==> config.mk <==
export PLATFORM = sky130hd
export DESIGN_NAME = free_return_arbiter
export DESIGN_NICKNAME = d
export VERILOG_FILES = /design/src/rtl/pipeline_types.sv /design/src/rtl/free_fifo_2w1r.sv /design/src/rtl/free_return_arbiter.sv
export SDC_FILE = /design/constraint.sdc
export NUM_CORES = 1
export LEC_CHECK = 0
export CAP_MARGIN = 20
export CORE_MARGIN = 2
export CORE_UTILIZATION = 35
export DETAILED_ROUTE_END_ITERATION = 8
export GPL_TIMING_DRIVEN = 0
export SYNTH_ARGS = -nofsm -noshare
export SYNTH_HDL_FRONTEND = slang
export SYNTH_SLANG_ARGS = --single-unit
==> constraint.sdc <==
create_clock -name clk -period 6.9 [get_ports clk]
set_input_delay 1.035 -clock clk [delete_from_list [all_inputs] [get_ports clk]]
set_output_delay 1.035 -clock clk [all_outputs]
set_load 0.02 [all_outputs]
==> src/rtl/pipeline_types.sv <==
// pipeline_types: shared rename/commit types and default sizing.
//   N_PHYS     - default physical register count
//   PREG_W     - physical register index width
//   FIFO_DEPTH - default free-buffer depth
//   P0_PHYS    - hardwired-zero physical register, never freed
//   preg_t     - physical register index type
package pipeline_types;
    localparam int N_PHYS = 64;
    localparam int PREG_W = $clog2(N_PHYS);
    localparam int FIFO_DEPTH = 8;
    localparam int P0_PHYS = 0;
    typedef logic [PREG_W-1:0] preg_t;
endpackage

==> src/rtl/free_fifo_2w1r.sv <==
// free_fifo_2w1r: circular buffer taking up to two writes and one read per cycle.
//   clk, rst       - clock, synchronous active-high reset
//   wa_en, wa_data - first write, lands at the write pointer
//   wb_en, wb_data - second write, lands after the first one
//   rd_en          - pop the head entry
//   rd_data        - current head entry
//   count          - entries held
//   space          - free slots
//   empty          - no entries held
module free_fifo_2w1r #(
    parameter int W = 6,
    parameter int DEPTH = 8,
    localparam int AW = $clog2(DEPTH),
    localparam int CW = $clog2(DEPTH) + 1
) (
    input  logic          clk,
    input  logic          rst,
    input  logic          wa_en,
    input  logic [W-1:0]  wa_data,
    input  logic          wb_en,
    input  logic [W-1:0]  wb_data,
    input  logic          rd_en,
    output logic [W-1:0]  rd_data,
    output logic [CW-1:0] count,
    output logic [CW-1:0] space,
    output logic          empty
);
    logic [W-1:0] mem [DEPTH];
    logic [AW-1:0] wr_ptr, rd_ptr;

    assign rd_data = mem[rd_ptr];
    assign space = CW'(DEPTH) - count;
    assign empty = count == '0;

    always_ff @(posedge clk) begin
        if (wa_en) mem[wr_ptr] <= wa_data;
        if (wb_en) mem[wr_ptr + AW'(wa_en)] <= wb_data;
    end

    // count is tracked apart from the pointers so full and empty differ
    always_ff @(posedge clk) begin
        if (rst) begin
            wr_ptr <= '0;
            rd_ptr <= '0;
            count  <= '0;
        end else begin
            wr_ptr <= wr_ptr + AW'(wa_en) + AW'(wb_en);
            rd_ptr <= rd_ptr + AW'(rd_en);
            count  <= count + CW'(wa_en) + CW'(wb_en) - CW'(rd_en);
        end
    end
endmodule

==> src/rtl/free_return_arbiter.sv <==
// free_return_arbiter: merges two ROB commit-free lanes into rename's single free port.
//   clk, rst                         - clock, synchronous active-high reset
//   commit0_valid_i, commit0_preg_i  - older lane free
//   commit1_valid_i, commit1_preg_i  - younger lane free
//   commit_ready_o                   - room for two frees this cycle
//   recover_i                        - rename checkpoint recovery, holds delivery
//   free_valid_o, free_preg_o        - one free per cycle to rename
//   occupancy_o                      - entries buffered
//   overflow_err_o                   - sticky dropped-enqueue flag
module free_return_arbiter #(
    parameter int N_PHYS = pipeline_types::N_PHYS,
    parameter int FIFO_DEPTH = pipeline_types::FIFO_DEPTH,
    parameter int P0_PHYS = pipeline_types::P0_PHYS,
    localparam int PREG_W = $clog2(N_PHYS),
    localparam int CW = $clog2(FIFO_DEPTH) + 1
) (
    input  logic              clk,
    input  logic              rst,
    input  logic              commit0_valid_i,
    input  logic [PREG_W-1:0] commit0_preg_i,
    input  logic              commit1_valid_i,
    input  logic [PREG_W-1:0] commit1_preg_i,
    output logic              commit_ready_o,
    input  logic              recover_i,
    output logic              free_valid_o,
    output logic [PREG_W-1:0] free_preg_o,
    output logic [CW-1:0]     occupancy_o,
    output logic              overflow_err_o
);
    logic q0, q1, hold, deq, recover_q, wa_en, wb_en, empty;
    logic [PREG_W-1:0] head;
    logic [CW-1:0] count, space, credit;
    logic [1:0] enq_n;

    // credit counts the slot freed by this cycle's dequeue; when short,
    // the older lane wins the single remaining slot
    always_comb begin
        q0 = commit0_valid_i && commit0_preg_i != PREG_W'(P0_PHYS);
        q1 = commit1_valid_i && commit1_preg_i != PREG_W'(P0_PHYS);
        hold = recover_i | recover_q;
        deq = !hold && !empty;
        credit = space + CW'(deq);
        enq_n = 2'(q0) + 2'(q1);
        wa_en = (q0 | q1) && credit != '0;
        wb_en = q0 && q1 && credit >= CW'(2);
    end

    assign commit_ready_o = space >= CW'(2);
    assign occupancy_o = count;

    free_fifo_2w1r #(.W(PREG_W), .DEPTH(FIFO_DEPTH)) u_fifo (
        .clk(clk),
        .rst(rst),
        .wa_en(wa_en),
        .wa_data(q0 ? commit0_preg_i : commit1_preg_i),
        .wb_en(wb_en),
        .wb_data(commit1_preg_i),
        .rd_en(deq),
        .rd_data(head),
        .count(count),
        .space(space),
        .empty(empty)
    );

    always_ff @(posedge clk) begin
        if (rst) begin
            recover_q      <= 1'b0;
            free_valid_o   <= 1'b0;
            free_preg_o    <= '0;
            overflow_err_o <= 1'b0;
        end else begin
            recover_q    <= recover_i;
            free_valid_o <= deq;
            if (deq) free_preg_o <= head;
            if (CW'(enq_n) > credit) overflow_err_o <= 1'b1;
        end
    end
endmodule

Word-level counts from Yosys, hierarchy flattened
Memories as Yosys holds them, arrays and structs flattened. A register that Yosys moved wholly into a read port is not among the register bits.
Cells that the tools add are included.
W data, S select, Z words.
Storage, ports and cells
  memory bits (writable): 48
  flip-flop bits (word level): 13
  input bits: 17
  word-level logic and storage cells: 38
  output and inout port bits: 13
  memories kept: 1
Memories
  u_fifo.mem: words 8, width 6, rd ports 1, clocked after Yosys merged registers in 1, write ports 2, RTL line free_fifo_2w1r.sv:28  | logic [W-1:0] mem [DEPTH];
Cells by class
  reduce and logical (&&, ||, !) cells: 12
  order comparisons: 3
  add/sub/neg operators: 9
  bitwise gates (word level): 2
  muxes and demuxes: 5
Operator list (count)
  $add A4 B1 Y4: 3
  $reduce_bool A6 Y1: 2
  $add A3 B1 Y3: 3
  $ge A4 B2 Y1 const B: 2
  $logic_and A1 B1 Y1: 6
  $mux W6: 1
  $gt A2 B4 Y1: 1
  $logic_not A4 Y1: 1
  $mux W1: 4
  $reduce_bool A4 Y1: 1
  $sub A4 B1 Y4: 1
  $sub A4 B4 Y4 const A: 1
  $add A1 B1 Y2: 1
  $logic_not A1 Y1: 2
  $or A1 B1 Y1: 2

Logic depth before layout (Yosys ltp)
Gate-level depths: netlist of the first run.
  depth in word-level cells: 9
  mapped depth: 16
  depth with buffers taken out: 15

Cells and area by module
From an unflattened synthesis of the first run, not the netlist that was laid out.
Unflattened totals
  cell total of the unflattened synthesis: 264
  area total of the unflattened synthesis: 3682.3 um2
By module, submodules not included
  free_fifo_2w1r: cells an instance 203, area each 3089.2 um2, sequential area each 1641.6 um2, instances 1
  free_return_arbiter: cells an instance 61, area each 593.1 um2, sequential area each 180.2 um2, instances 1

Worst setup path after synthesis of the first run
Ideal clock, no wire load.
  path type: input -> register
  start: input recover_i
  end: memory u_fifo.mem[2][0], enable pin
  data required time: 6.540 ns
  setup time: 0.360 ns
  data arrival time: 4.663 ns
  path buffers: 2
  stages on the path: 14
  path slack: 1.877 ns
  cell sequence: a211oi_1 clkbuf_1 ha_1 nand3_1 xor2_1 or2_2 nor3_2 nor2_1 ha_1 ha_1 buf_1 nand2_1 nor3_2 o21bai_1
RTL lines
  start: declaration: RTL line free_return_arbiter.sv:24  | input logic recover_i,
  end: declaration: RTL line free_fifo_2w1r.sv:28

==> results.ini, run 1 <==
[outcome]
outcome=completed

[place]
port_buffers=21
place_congestion=0.736
dp.final_hpwl_um=5770

[detailed_routing]
avgRoutedWirePerCell_um=17.4
vias=2252
met1_length_um=3520
postRouteAntennaNets=0
drt_pre_antenna_iters=4
vias_per_cell=5.05
route.met3.wl_um=268
drt-initial-drc-count=80
wl_met2_um=3740
drc=0
wirelength_um=7780
top_layer_used=met4

[global_route]
grt_max_degree=13
grt_usage_pct=14.5
overflow=0
grt_pass1_wl_um=12600
grt_antenna_before_repair=0
grt_pass1_vias=2376

[setup_path]
end_kind=flop
reg2reg_depth=16
crit_fanout=12
worstSetupStartpointType=primary input
worstPathRequired_ns=6.88
arrival_ns=6.08
critical_path_class=primary input to flop

[yosys]
syn_inst=273
synth.yosys.seq_area_share_pct=48.5
synth_nets=311
synth.top_cell.area_share_pct=38.3
synth_top_family_by_area=multiplexers
avgSynthCellArea_um2=13.8
synthTopCellsByArea=edfxtp_1 38%, mux2_2 13%, dfxtp_1 10%
ys_async_sr_fraction_pct=0
yosysTopAreaCell=edfxtp_1
synth_area_um2=3760
yosys.area_share.xor_xnor_pct=2.30
synthMuxAreaShare_pct=23.2
synth-compound-area-share_pct=6.16
yosys_warnings=0
synthAdderAreaFrac_pct=7.39
ys.flop_type=edfxtp_1
ys_seq_elements=67
synth-simple-area-share_pct=9.32
synth_cell_type_count=39
synth-edff-count=48

[timing]
setup_viol=0
period_minus_slack_ns=6.10
post-route-period-util_pct=88.4
skew_ns=0.00986
slew_viol_final=0
slew_headroom_pct=48.0
fmax_ghz=0.164
hold_viol=0
tightest_slew_ns=0.778
rsz0062_at_grt=no
fin_hold_ws_ns=0.449
setup-tns-final_ns=0

[clock_tree]
clock_sinks=67
postCtsHoldBufs=0
htreeDepth=3
path_clk_slew_ns=0.07
cts_tree=done
clock_latency_ns=0.35
post_cts_resized=0
post_cts_buffers=0
root_buffer=clkbuf_8
cts_buffers=9
clock_path_buffers=2

[cells_and_area]
fin_util_pct=42.0
nets=343
final_cell_mix=48 x edfxtp_1, 45 x mux2_2, 21 x clkdlybuf4s50_1
mostFrequentLayoutCell=edfxtp_1
syn2layout_area_growth_pct=15.9
drive_gt1_share_pct=28.7
antennaDiodeCount=0

[power]
power_w=0.00165
ir_drop_mv=0.130
cellLeakagePower_nw=1.48
powerDensity_nw_per_um2=380

[floorplan]
io_pins=30
start_util_pct=36.3
rows=37
core_um2=10400
die_h_um=108
die_w_um=108
dieArea_um2=11600

[worst_hold_path]
holdPathStages=2
hp-class=flop to flop

[flow_run]
drv_cap=0

worst max-delay path: stages:
cell             delay, ns
clkdlybuf4s50_1       0.41
a211oi_1              0.57
clkbuf_1              0.50
ha_1                  0.28
nand3_1               0.09
xor2_1                0.18
or2_2                 0.33
nor3_2                0.45
nor2_1                0.17
ha_1                  0.23
ha_1                  0.29
buf_1                 0.46
nand2_1               0.20
nor3_2                0.49
o21bai_1              0.40
metrics by stage:
stage	std cells	area (um^2)	setup WS [ns]
2_1_floorplan	273	3760	1.88
3_3_place_gp	430	4140	0.530
3_5_place_dp	430	4140	0.449
4_1_cts	446	4360	0.791
5_1_grt	446	4360	0.371
6_report	446	4360	0.799
kinds of logic after synthesis:
family | Yosys count
XOR/XNOR | 9
AND/OR/NAND/NOR | 50
adder cells (fa/ha/maj) | 21
multiplexers | 66
AO/OA/AOI/OAI | 30
flip-flops | 67
buffers and inverters | 30
layer usage:
layer	vias up	global-route usage, %
met5	-	0
met4	0	6.68
met3	22	3.09
met2	40	23.5
met1	1094	18.5
li1	1096	-
synth_stat cells (2+ instances only):
cell	count
nor2_2	2
or3b_2	2
a22o_1	6
nor2b_1	9
o31ai_2	2
xnor2_1	4
a211oi_1	7
nand3b_1	2
nor4_4	4
dfxtp_1	19
nand2b_1	2
mux4_2	12
inv_1	14
nand2_1	3
xor2_1	4
nor2_1	13
mux2_1	3
fa_1	2
a21oi_1	4
ha_1	19
mux2i_1	6
or4_1	2
clkbuf_1	9
nand3_1	4
nor3_2	3
buf_1	5
edfxtp_1	48
mux2_2	45
o21bai_1	8
path summary, 6_finish.rpt:
path / start / to / slack (ns)
max reg2reg: u_fifo.count[0]$_SDFF_PP0_ / u_fifo.mem[2][3]$_DFFE_PP_ / 1.07
max: recover_i / u_fifo.mem[2][3]$_DFFE_PP_ / 0.80
min reg2reg: overflow_err_o$_SDFFE_PP0N_ / overflow_err_o$_SDFFE_PP0N_ / 0.45
min: overflow_err_o$_SDFFE_PP0N_ / overflow_err_o$_SDFFE_PP0N_ / 0.45
sequential cells by signal, summed over array words and instances, names as in the netlist:
name	cells
free_preg_o	6
free_valid_o	1
overflow_err_o	1
recover_q	1
u_fifo.count	4
u_fifo.mem	48
u_fifo.rd_ptr	3
u_fifo.wr_ptr	3
final cells by class:
cell class,count,area (um^2)
clock buffers,10,128
inverters,14,52.6
multi-input cells,176,1820
well taps,136,170
plain buffers,16,68.8
clock inverters,6,90.1
fillers,985,6010
repair buffers,21,210
flip-flops and latches,67,1820
where the power goes:
part / internal (W) / switching [W]
sequential: 0.000553 / 0.0000471
combinational: 0.000303 / 0.000390
clock: 0.000204 / 0.000158
total: 0.00106 / 0.000595
Note: power is estimated with default switching activity, not from simulation.
==> run 2: changes to the inputs <==
Settings changed: CORE_MARGIN 2 to 4, REMOVE_ABC_BUFFERS from default to 1.
==> results.ini, run 2 (synthesis gave the netlist of run 1 again) <==
[outcome]
outcome=completed

[clock_tree]
cts_tree=done
clock_sinks=67  ; unchanged
htreeDepth=3  ; unchanged
clock_path_buffers=2  ; unchanged
clock_latency_ns=0.34  ; about the same
cts_buffers=9  ; unchanged
post_cts_resized=0  ; unchanged
path_clk_slew_ns=0.07  ; about the same
post_cts_buffers=0  ; unchanged
root_buffer=clkbuf_8
postCtsHoldBufs=0  ; unchanged

[cells_and_area]
largest_reg_flops=48  ; unchanged
nets=337  ; -1.7%
syn2layout_area_growth_pct=16.4
mostFrequentLayoutCell=edfxtp_1
largest-register=u_fifo.mem
final_cell_mix=48 x edfxtp_1, 45 x mux2_2, 29 x clkdlybuf4s50_1
antennaDiodeCount=0  ; unchanged
fin_area_um2=4380  ; +0.40%
reg_top3=u_fifo.mem (48), free_preg_o (6), u_fifo.count (4)
drive_gt1_share_pct=29.9  ; +1.2 points

[global_route]
grt_usage_pct=13.5  ; -0.96 points
grt_pass1_wl_um=13100  ; +4.2%
grt_max_degree=20  ; +7
grt_antenna_before_repair=0  ; unchanged
grt_pass1_vias=2346  ; -1.3%
overflow=0  ; unchanged

[place]
place_congestion=0.784  ; +6.4%
placed_cell_area_um2=4180  ; +0.85%
port_buffers=29  ; +38%
dp.final_hpwl_um=5650  ; -2.0%
pre_cts_ws_ns=1.23  ; +0.784 ns

[setup_path]
cp_cell_sequence=clkdlybuf4s50_1 > a211oi_2 > ha_1 > nand3_1 > xor2_1 > or2_2 > nor3_2 > nor2_1 > ha_1 > ha_1 > xnor2_1 > nand2_1 > nor3_2 > o21bai_1
end_kind=flop
crit_top_cell=ha_1
critical_path_class=primary input to flop
crit_fanout=9  ; -3
crit_path_max_incr_delay_ns=0.53  ; -0.04 ns
worstSetupStartpointType=primary input
worstPathRequired_ns=6.87  ; about the same
crit_family=simple AND/OR/NAND/NOR gates
arrival_ns=5.27  ; -0.81 ns
crit_buf_inv=1  ; -2
crit_slowest_cell=nor3_2

[detailed_routing]
drt_pre_antenna_iters=4  ; unchanged
route.met3.wl_um=215  ; -20%
postRouteAntennaNets=0  ; unchanged
top_layer_used=met4
vias_per_cell=5.10  ; +0.91%
drt-initial-drc-count=151  ; +89%
wirelength_um=8010  ; +3.0%
met1_length_um=3700  ; +5.0%
vias=2242  ; -0.44%
wl_met2_um=3990  ; +6.5%
avgRoutedWirePerCell_um=18.2  ; +4.4%
drc=0  ; unchanged

[power]
ir_drop_mv=0.130  ; -0.64%
cellLeakagePower_nw=1.48  ; +0.34%
power_w=0.00163  ; -1.4%
powerDensity_nw_per_um2=373  ; -1.8%

[worst_hold_path]
hp-class=flop to flop

[timing]
slew_headroom_pct=35.6  ; -12 points
final.setup.worst_slack_ns=1.60  ; +0.800 ns
post-route-period-util_pct=76.8  ; -12 points
rsz0062_at_grt=no
skew_ns=0.0121  ; +0.00228 ns
setup_viol=0  ; unchanged
fin_hold_ws_ns=0.450  ; +0.00109 ns
fmax_ghz=0.189  ; +15%
period_minus_slack_ns=5.30  ; -0.800 ns
tightest_slew_ns=0.965  ; +0.186 ns
slew_viol_final=0  ; unchanged
hold_viol=0  ; unchanged

[floorplan]
start_util_pct=36.1  ; -0.16 points
core_um2=10400  ; +0.45%
io_pins=30  ; unchanged
rows=37  ; unchanged
die_h_um=112  ; +3.7%
die_w_um=112  ; +3.7%
dieArea_um2=12500  ; +7.6%

[flow_run]
drv_cap=0  ; unchanged

## run 2: worst register-to-register path: cells and delay by family (launching register included)
| kind | cells | cell delay (ns) |
|---|---|---|
| AOI/OAI and AO/OA | 2 | 0.76 |
| xor gates and xnor gates | 2 | 0.65 |
| adders and majority gates | 4 | 0.93 |
| buffers and inverters | 1 | 0.11 |
| DFF | 1 | 0.47 |
| and+or+nand+nor | 6 | 1.74 |
## run 2: final timing paths
path,start,end,slack [ns],cells after the start
worst max-delay path,recover_i,u_fifo.mem[3][5]$_DFFE_PP_,1.60,14
worst min-delay path,overflow_err_o$_SDFFE_PP0N_,overflow_err_o$_SDFFE_PP0N_,0.45,2
worst max register to register,u_fifo.count[0]$_SDFF_PP0_,u_fifo.mem[3][5]$_DFFE_PP_,1.87,15
worst min register to register,overflow_err_o$_SDFFE_PP0N_,overflow_err_o$_SDFFE_PP0N_,0.45,2
## run 2: final cells by class
type                       instances  area [um^2]
clock buffer                       9          124
timing repair buffer              31          309
tap                              136          170
inverter                          14         52.6
fill                            1003         6040
clock inverter                     7         76.3
multi-input combinational        176         1820
sequential                        67         1820
## run 2: per-stage QoR
step	util, %	TNS (ns)	std cells
after floorplan	-	0	257
after global placement	39.9	-1.87	422
after detailed placement	40.1	0	424
after CTS	42.0	0	440
after global routing	42.0	0	440
final	42.0	0	440
## run 2: layer usage
layer | global-route usage, % | vias to the layer above
li1 | - | 1085
met1 | 18.5 | 1119
met2 | 21.8 | 30
met3 | 1.96 | 8
met4 | 5.11 | 0
met5 | 0 | -
## run 2: where the power goes
group          internal (W)  switching, W  leakage [nW]
clock              0.000169      0.000163        0.0962
combinational      0.000308      0.000375         0.788
sequential         0.000553     0.0000631         0.598
==> run 3: changes to the inputs <==
Clock period 6.9 ns to 5.1 ns, I/O delays scaled along.
==> results.ini, run 3 (synthesis gave the netlist of run 1 again) <==
[outcome]
outcome=completed

[cells_and_area]
reg_top3=u_fifo.mem (48), free_preg_o (6), u_fifo.count (4)
syn2layout_area_growth_pct=17.3
final_cell_mix=48 x edfxtp_1, 45 x mux2_2, 29 x clkdlybuf4s50_1
drive_gt1_share_pct=30.6  ; +0.66 points
antennaDiodeCount=0  ; unchanged
nets=337  ; unchanged
mostFrequentLayoutCell=edfxtp_1
largest-register=u_fifo.mem
largest_reg_flops=48  ; unchanged
fin_util_pct=42.3  ; +0.32 points

[place]
port_buffers=29  ; unchanged
place_congestion=0.784  ; unchanged
dp.final_hpwl_um=5650  ; unchanged
pre_cts_ws_ns=-0.297  ; -1.53 ns

[setup_path]
crit_path_max_incr_delay_ns=0.66  ; +0.13 ns
end_kind=flop
reg2reg_from=u_fifo.count[0]$_SDFF_PP0_
crit_family=simple AND/OR/NAND/NOR gates
cp_cell_sequence=clkdlybuf4s50_1 > or4_1 > o31ai_1 > ha_1 > nor2_1 > ha_1 > inv_1 > nor4_4 > o21bai_1
arrival_ns=4.71  ; -0.56 ns
crit_fanout=10  ; +1
reg2reg_depth=13  ; -2
r2r_end=u_fifo.mem[5][2]$_DFFE_PP_
worstPathRequired_ns=5.07  ; -1.80 ns
crit_slowest_cell=nor4_4
critical_path_class=primary input to flop
worstSetupStartpointType=primary input
r2r_slack_ns=0.38  ; -1.49 ns
crit_buf_inv=2  ; +1
crit_top_cell=ha_1

[detailed_routing]
vias_per_cell=5.12  ; +0.40%
vias=2251  ; +0.40%
drc=0  ; unchanged
avgRoutedWirePerCell_um=18.4  ; +0.89%
drt-initial-drc-count=138  ; -8.6%
drt_pre_antenna_iters=4  ; unchanged
wirelength_um=8080  ; +0.89%
postRouteAntennaNets=0  ; unchanged

[clock_tree]
htreeDepth=3  ; unchanged
clock_path_buffers=2  ; unchanged
post_cts_buffers=0  ; unchanged
root_buffer=clkbuf_8
cts_buffers=9  ; unchanged
cts_tree=done
clock_sinks=67  ; unchanged
path_clk_slew_ns=0.07  ; about the same
clock_latency_ns=0.34  ; about the same

[global_route]
grt_antenna_before_repair=0  ; unchanged
grt_pass1_vias=2346  ; unchanged
grt_usage_pct=13.5  ; unchanged
overflow=0  ; unchanged
grt_max_degree=20  ; unchanged
grt_pass1_wl_um=13100  ; unchanged

[timing]
slew_viol_final=0  ; unchanged
fin_hold_ws_ns=0.450  ; -0.00000600 ns
setup_viol=0  ; unchanged
fmax_ghz=0.211
hold_viol=0  ; unchanged
rsz0062_at_grt=no
slew_headroom_pct=35.8  ; +0.22 points
tightest_slew_ns=0.961  ; -0.00323 ns
skew_ns=0.0119  ; -0.000200 ns
period_minus_slack_ns=4.74
post-route-period-util_pct=92.9
final.setup.worst_slack_ns=0.362  ; -1.24 ns
setup-tns-final_ns=0  ; unchanged

[floorplan]
io_pins=30  ; unchanged
die_h_um=112  ; unchanged
core_um2=10400  ; unchanged
die_w_um=112  ; unchanged
dieArea_um2=12500  ; unchanged
rows=37  ; unchanged
start_util_pct=36.1  ; unchanged

[power]
powerDensity_nw_per_um2=508  ; +36%
power_w=0.00224  ; +37%
cellLeakagePower_nw=1.49  ; +0.80%
ir_drop_mv=0.175  ; +36%

[worst_hold_path]
holdPathStages=2  ; unchanged
hold_end=overflow_err_o$_SDFFE_PP0N_
hp-start=overflow_err_o$_SDFFE_PP0N_
hp-class=flop to flop

[flow_run]
drv_cap=0  ; unchanged

## run 3: worst register-to-register path: cells and delay by family, from the launching register on
kind / cells / cell delay, ns
AOI/OAI and AO/OA: 2 / 0.76
xor gates and xnor gates: 1 / 0.17
and+or+nand+nor: 5 / 1.55
adders and majority gates: 3 / 1.03
buffers and inverters: 2 / 0.36
DFF: 1 / 0.47
## run 3: routing by layer
layer | vias up | routed length [um] | part of all wire, % | GRT usage (%)
li1 | 1088 | - | - | -
met1 | 1125 | 3740 | 46 | 18.5
met2 | 34 | 4060 | 50 | 21.8
met3 | 4 | 218 | 2.7 | 1.96
met4 | 0 | 67 | 0.83 | 5.11
met5 | - | 0 | 0 | 0
## run 3: repair_timing
item                       in CTS  in global routing
hold buffers                    0                  0
setup endpoints to repair       0                 60
gates resized for setup         0                  5
## run 3: worst max-delay path by stage
stage                                     from  cells after the start                    endpoint
detailed placement                   recover_i                     14  u_fifo.mem[3][1]$_DFFE_PP_
floorplan           u_fifo.count[1]$_SDFF_PP0_                     15  u_fifo.mem[2][0]$_DFFE_PP_
CTS                 u_fifo.count[0]$_SDFF_PP0_                     15  u_fifo.mem[3][5]$_DFFE_PP_
finish                       commit1_preg_i[4]                      9  u_fifo.mem[5][2]$_DFFE_PP_
global placement                     recover_i                     14  u_fifo.mem[3][1]$_DFFE_PP_
global route        u_fifo.count[0]$_SDFF_PP0_                     15  u_fifo.mem[7][3]$_DFFE_PP_
## run 3: metrics by stage
| step | instances | instance area, um^2 |
|---|---|---|
| after floorplan | 257 | 3690 |
| after global placement | 422 | 4150 |
| final | 440 | 4410 |
| after detailed placement | 424 | 4180 |
| after global routing | 440 | 4410 |
| after CTS | 440 | 4380 |
## run 3: area by class of cell
| class | instances | area (um^2) |
|---|---|---|
| clock buffer | 9 | 124 |
| clock inverter | 7 | 76.3 |
| fill | 996 | 6010 |
| inverter | 14 | 52.6 |
| multi-input combinational | 176 | 1860 |
| sequential | 67 | 1820 |
| tap | 136 | 170 |
| timing repair buffer | 31 | 309 |
## run 3: power breakdown
part	internal [W]	switching, W	leakage (nW)
combinational	0.000424	0.000533	0.800
clock	0.000229	0.000220	0.0962
sequential	0.000748	0.0000874	0.598
total	0.00140	0.000841	1.49
